--- src/rtl/health_alarm_sequencer.sv ---
// Debounces five health sources into pending events and serves them one at a time, fixed priority, on a valid/ack alarm port.
// Latency: DEBOUNCE_CYCLES edges to pending, +1 edge to alarmValid; alarmValid holds until alarmAck, then at least 2 idle cycles.
module health_alarm_sequencer #(
  parameter int unsigned DEBOUNCE_CYCLES = 4,
  parameter logic [3:0]  GLYCEMIC_LIMIT  = 4'd10,
  parameter int unsigned ACK_TIMEOUT     = 16,
  parameter int unsigned CNT_W           = 8
) (
  input  logic             clk,
  input  logic             rstN,
  input  logic             presureAbnormality,
  input  logic             bloodAbnormality,
  input  logic             fallDetected,
  input  logic [3:0]       glycemicIndex,
  input  logic             temperatureAbnormality,
  input  logic             alarmAck,
  output logic             alarmValid,
  output logic [2:0]       alarmCode,
  output logic             escalate,
  output logic [4:0]       pendingMask,
  output logic [CNT_W-1:0] eventCount
);

  localparam int unsigned TO_W   = $clog2(ACK_TIMEOUT + 1);
  localparam logic [3:0]  DB_MAX = 4'(DEBOUNCE_CYCLES);
  localparam logic [3:0]  DB_PRE = 4'(DEBOUNCE_CYCLES - 1);
  localparam logic [TO_W-1:0] TO_MAX = TO_W'(ACK_TIMEOUT);

  typedef enum logic [1:0] {IDLE, ALARM, GAP} stateT;

  stateT            state, stateNxt;
  logic [4:0]       raw, qualify, clearMask, pendNxt;
  logic [3:0]       dbCnt [5];
  logic [2:0]       topIdx, served, servedNxt, codeNxt;
  logic [TO_W-1:0]  toCnt, toNxt;
  logic             validNxt, escNxt;
  logic [CNT_W-1:0] cntNxt;

  // Bit order doubles as priority: bit 0 (fall) is served first.
  assign raw = {glycemicIndex > GLYCEMIC_LIMIT, temperatureAbnormality,
                bloodAbnormality, presureAbnormality, fallDetected};

  always_ff @(posedge clk or negedge rstN) begin
    if (!rstN) begin
      for (int i = 0; i < 5; i++) dbCnt[i] <= '0;
    end else begin
      for (int i = 0; i < 5; i++) begin
        if (!raw[i])              dbCnt[i] <= '0;
        else if (dbCnt[i] != DB_MAX) dbCnt[i] <= dbCnt[i] + 4'd1;
      end
    end
  end

  // One qualifying pulse per continuous high run, on the edge the counter reaches DB_MAX.
  always_comb begin
    qualify = '0;
    for (int i = 0; i < 5; i++) qualify[i] = raw[i] && (dbCnt[i] == DB_PRE);
  end

  always_comb begin
    topIdx = '0;
    for (int i = 4; i >= 0; i--) if (pendingMask[i]) topIdx = 3'(i);
  end

  always_comb begin
    stateNxt  = state;
    validNxt  = alarmValid;
    codeNxt   = alarmCode;
    escNxt    = escalate;
    toNxt     = toCnt;
    servedNxt = served;
    cntNxt    = eventCount;
    clearMask = '0;
    case (state)
      IDLE: begin
        validNxt = 1'b0;
        codeNxt  = '0;
        escNxt   = 1'b0;
        toNxt    = '0;
        if (|pendingMask) begin
          servedNxt = topIdx;
          codeNxt   = topIdx + 3'd1;
          validNxt  = 1'b1;
          stateNxt  = ALARM;
        end
      end
      ALARM: begin
        if (alarmAck) begin
          clearMask = 5'b00001 << served;
          if (eventCount != {CNT_W{1'b1}}) cntNxt = eventCount + 1'b1;
          validNxt = 1'b0;
          codeNxt  = '0;
          escNxt   = 1'b0;
          toNxt    = '0;
          stateNxt = GAP;
        end else begin
          if (toCnt != TO_MAX) toNxt = toCnt + 1'b1;
          escNxt = escalate | (toNxt == TO_MAX);
        end
      end
      GAP: begin
        validNxt = 1'b0;
        codeNxt  = '0;
        stateNxt = IDLE;
      end
      default: begin
        validNxt = 1'b0;
        codeNxt  = '0;
        escNxt   = 1'b0;
        toNxt    = '0;
        stateNxt = IDLE;
      end
    endcase
    // A re-qualification on the ack edge wins over the clear.
    pendNxt = (pendingMask & ~clearMask) | qualify;
  end

  always_ff @(posedge clk or negedge rstN) begin
    if (!rstN) begin
      state       <= IDLE;
      alarmValid  <= 1'b0;
      alarmCode   <= '0;
      escalate    <= 1'b0;
      toCnt       <= '0;
      served      <= '0;
      eventCount  <= '0;
      pendingMask <= '0;
    end else begin
      state       <= stateNxt;
      alarmValid  <= validNxt;
      alarmCode   <= codeNxt;
      escalate    <= escNxt;
      toCnt       <= toNxt;
      served      <= servedNxt;
      eventCount  <= cntNxt;
      pendingMask <= pendNxt;
    end
  end

endmodule

--- config.mk ---
export PLATFORM = sky130hd
export DESIGN_NAME = health_alarm_sequencer
export DESIGN_NICKNAME = d
export VERILOG_FILES = /design/src/rtl/health_alarm_sequencer.sv
export SDC_FILE = /design/constraint.sdc
export NUM_CORES = 1
export LEC_CHECK = 0
export CORE_MARGIN = 5
export CORE_UTILIZATION = 50
export CTS_BUF_LIST = sky130_fd_sc_hd__clkbuf_2 sky130_fd_sc_hd__clkbuf_4 sky130_fd_sc_hd__clkbuf_8
export DETAILED_ROUTE_END_ITERATION = 12
export PLACE_DENSITY = 0.79
export SLEW_MARGIN = 20
export SYNTH_ARGS = -nofsm -noshare
export SYNTH_HDL_FRONTEND = slang
export SYNTH_SLANG_ARGS = --single-unit
--- constraint.sdc ---
create_clock -name clk -period 2.7 [get_ports clk]
set_input_delay 0.27 -clock clk [delete_from_list [all_inputs] [get_ports clk]]
set_output_delay 0.27 -clock clk [all_outputs]
set_load 0.005 [all_outputs]
==> metrics <==
status complete, but fails checks; failing checks negative hold slack; TritonCTS Buffers 5; Final period util 66.8%; total number of vias 1781; number of vias per cell 5.28; die footprint 6370 sq um; Reg power frac 48.5%; worst slew pin tran slightly below 0.6 ns; Min-Delay Path Class in2async; total gr overflow 0; combinational power share 34.6%; detailed-route DRC error count 0; Diodes inserted 0; Warnings, synthesis 0; Clock Power Share 17.0%; crit path kind reg2reg; fraction of layout cells with a size suffix above 1 5.56%; synthesized area 2430 sq um; number of top-level pins 29; post-synthesis net count 265; Post-CTS Resized 0; Initial Util 51.5%; Fin. Hold Viols 48; Rel. slew slack 60.9%; leakage power total 1.28 nW; register bit count reported by yosys 48; VDD IR max 0.315 mV; antenna-violating nets left 0; Worst setup SP type flop; P&R area growth vs syn 17.1%; top-area cell type share of the netlist area 49.3%; Total Routing Usage GR 15.1%; hold slack -0.0240 ns; Synth area leader dfrtp_1; final core utilization around three fifths; Avg WL per Cell 12.3 um; final slew viol count 0; CP Capture Type flop; setup TNS 0 ns; fmax 555 MHz; Die W 79.8 um; Tmin final 1.80 ns; # fillers just under 400; Clock Pin Slew Worst Setup and Hold Paths about 0.080 ns; most frequent cells in the layout dfrtp_1, clkdlybuf4s50_1, nand2_1; Switching Power 0.746 mW; Power Density 784 nW/um^2; most common cell after layout, fill and taps aside dfrtp_1; Die Span Y 79.8 um; WP data arrival 1.98 ns; Layout Skew between 0.008 and 0.009 ns; fin cells 337; Crit Path Max Fanout 6; largest net degree at the start of global routing 49; Seq/Total Area, Yosys between 40 and 50%; Max-Cap Viols 0; H-tree levels 2; I/O Buffers 28; Initial DRT Pass Iterations 4; detailed placement HPWL about 3.1 mm; RSZ-0062 raised after global routing no; overall power ~2.2 mW; Unique masters post-synth 36; row count 25; Worst EP required 2.88 ns; first-pass GRT wire length 7.40 mm; clock root cell clkbuf_8; CTS sink cnt 48; Avg Synthesized Cell Area approximately 10 sq um; Area contributors post-synth dfrtp_1, ha_1, o21ai_0; CTS tree built; Initial DRC Count between 60 and 70; RD Place Congestion 0.830; # hold bufs at CTS 0; vias in the first global route 1660; P_int 1.49 mW; Post-Place Cells 332; maximum clock insertion buffer count 2; Skew-Pair Late Insertion Delay ~0.30 ns; initial antenna violation count 0; Final Setup Violations 0; Core Box Area 4720 sq um; Sw Ratio 33.4%; Mapped Cells between 200 and 250; Routed WL 4.16 mm; Post-CTS Setup Inserts 0; nets just under 300
sequential cells by signal, indices dropped and copies added (netlist names):
register and flops:
eventCount 8, escalate 1, pendingMask 5, alarmCode 3, dbCnt 20, toCnt 5, served 3, state 2
alarmValid 1
power by group through the flow:
stage,combinational [mW],sequential (mW),clock [mW]
floorplan,0.453,1.06,0
global placement,0.768,1.08,0
detailed placement,0.785,1.10,0
CTS,0.787,1.08,0.393
global route,0.883,1.12,0.419
finish,0.772,1.08,0.379
synthesized netlist by cell type, drive strengths merged:
| cell | count |
|---|---|
| and2 | 4 |
| nand3b | 6 |
| nor3b | 1 |
| nor2 | 13 |
| xor2 | 3 |
| nand2b | 6 |
| and2b | 1 |
| nor4b | 1 |
| mux2i | 5 |
| a31oi | 6 |
| a311oi | 2 |
| dfrtp | 48 |
| a21o | 3 |
| a32o | 2 |
| ha | 14 |
| and3b | 1 |
| or3b | 1 |
| clkbuf | 1 |
| nor2b | 9 |
| inv | 14 |
| or4 | 2 |
| buf | 2 |
| o31ai | 5 |
| nand3 | 12 |
| and4bb | 1 |
| a22o | 2 |
| nand4 | 1 |
| xnor2 | 8 |
| nand2 | 21 |
| mux2 | 4 |
| o21ai | 19 |
| and3 | 3 |
| nor3 | 8 |
| a21oi | 11 |
through the flow:
step           cell area (sq um)  setup slack (ns)
5_1_grt                     2850             0.813
3_5_place_dp                2780             0.715
3_3_place_gp                2780             0.739
4_1_cts                     2850             0.889
2_1_floorplan               2430              1.02
6_report                    2850             0.898
cell families after synthesis:
group / share of synthesized area, %
AOI/OAI and AO/OA: 12.6
buffers and inverters: 2.77
and+or+nand+nor: 20.2
muxes: 3.91
xor gates and xnor gates: 3.96
DFF: 49.3
adders and majority gates: 7.19
per-layer routing:
| layer | up-vias | global-route usage [%] | share of wire [%] |
|---|---|---|---|
| met3 | 9 | 4.63 | 4.4 |
| met1 | 830 | 19.1 | 47 |
| met2 | 32 | 23.9 | 46 |
| li1 | 910 | - | - |
| met4 | 0 | 6.25 | 2.3 |
| met5 | - | 0 | 0 |
cell type report:
type / instances / area (sq um) / area share (%)
repair buffers: 28 / 278 / 9.75
flip-flops and latches: 48 / 1200 / 42.1
well taps: 67 / 83.8 / 2.94
multi-input cells: 175 / 1170 / 40.9
clock buffers: 5 / 68.8 / 2.41
inverters: 14 / 52.6 / 1.84
worst max-delay path, cell delays in order, from the launching register on:
cell	delay (ns)
dfrtp_1	0.42
or4_1	0.61
o21ai_2	0.28
mux2_2	0.37
path summary, 6_finish.rpt:
kind,startpoint,endpoint,slack (ns),cells past startpoint
setup reg to reg,pendingMask[2],served[0],0.90,3
hold / removal,rstN,toCnt[0],-0.02,1
max in group asynchronous,rstN,eventCount[7],2.33,1
setup / recovery,pendingMask[2],served[0],0.90,3
hold reg to reg,alarmValid,alarmValid,0.49,2
min in group clk,alarmValid,alarmValid,0.49,2
No activity file was read; power rests on OpenSTA's default activity.
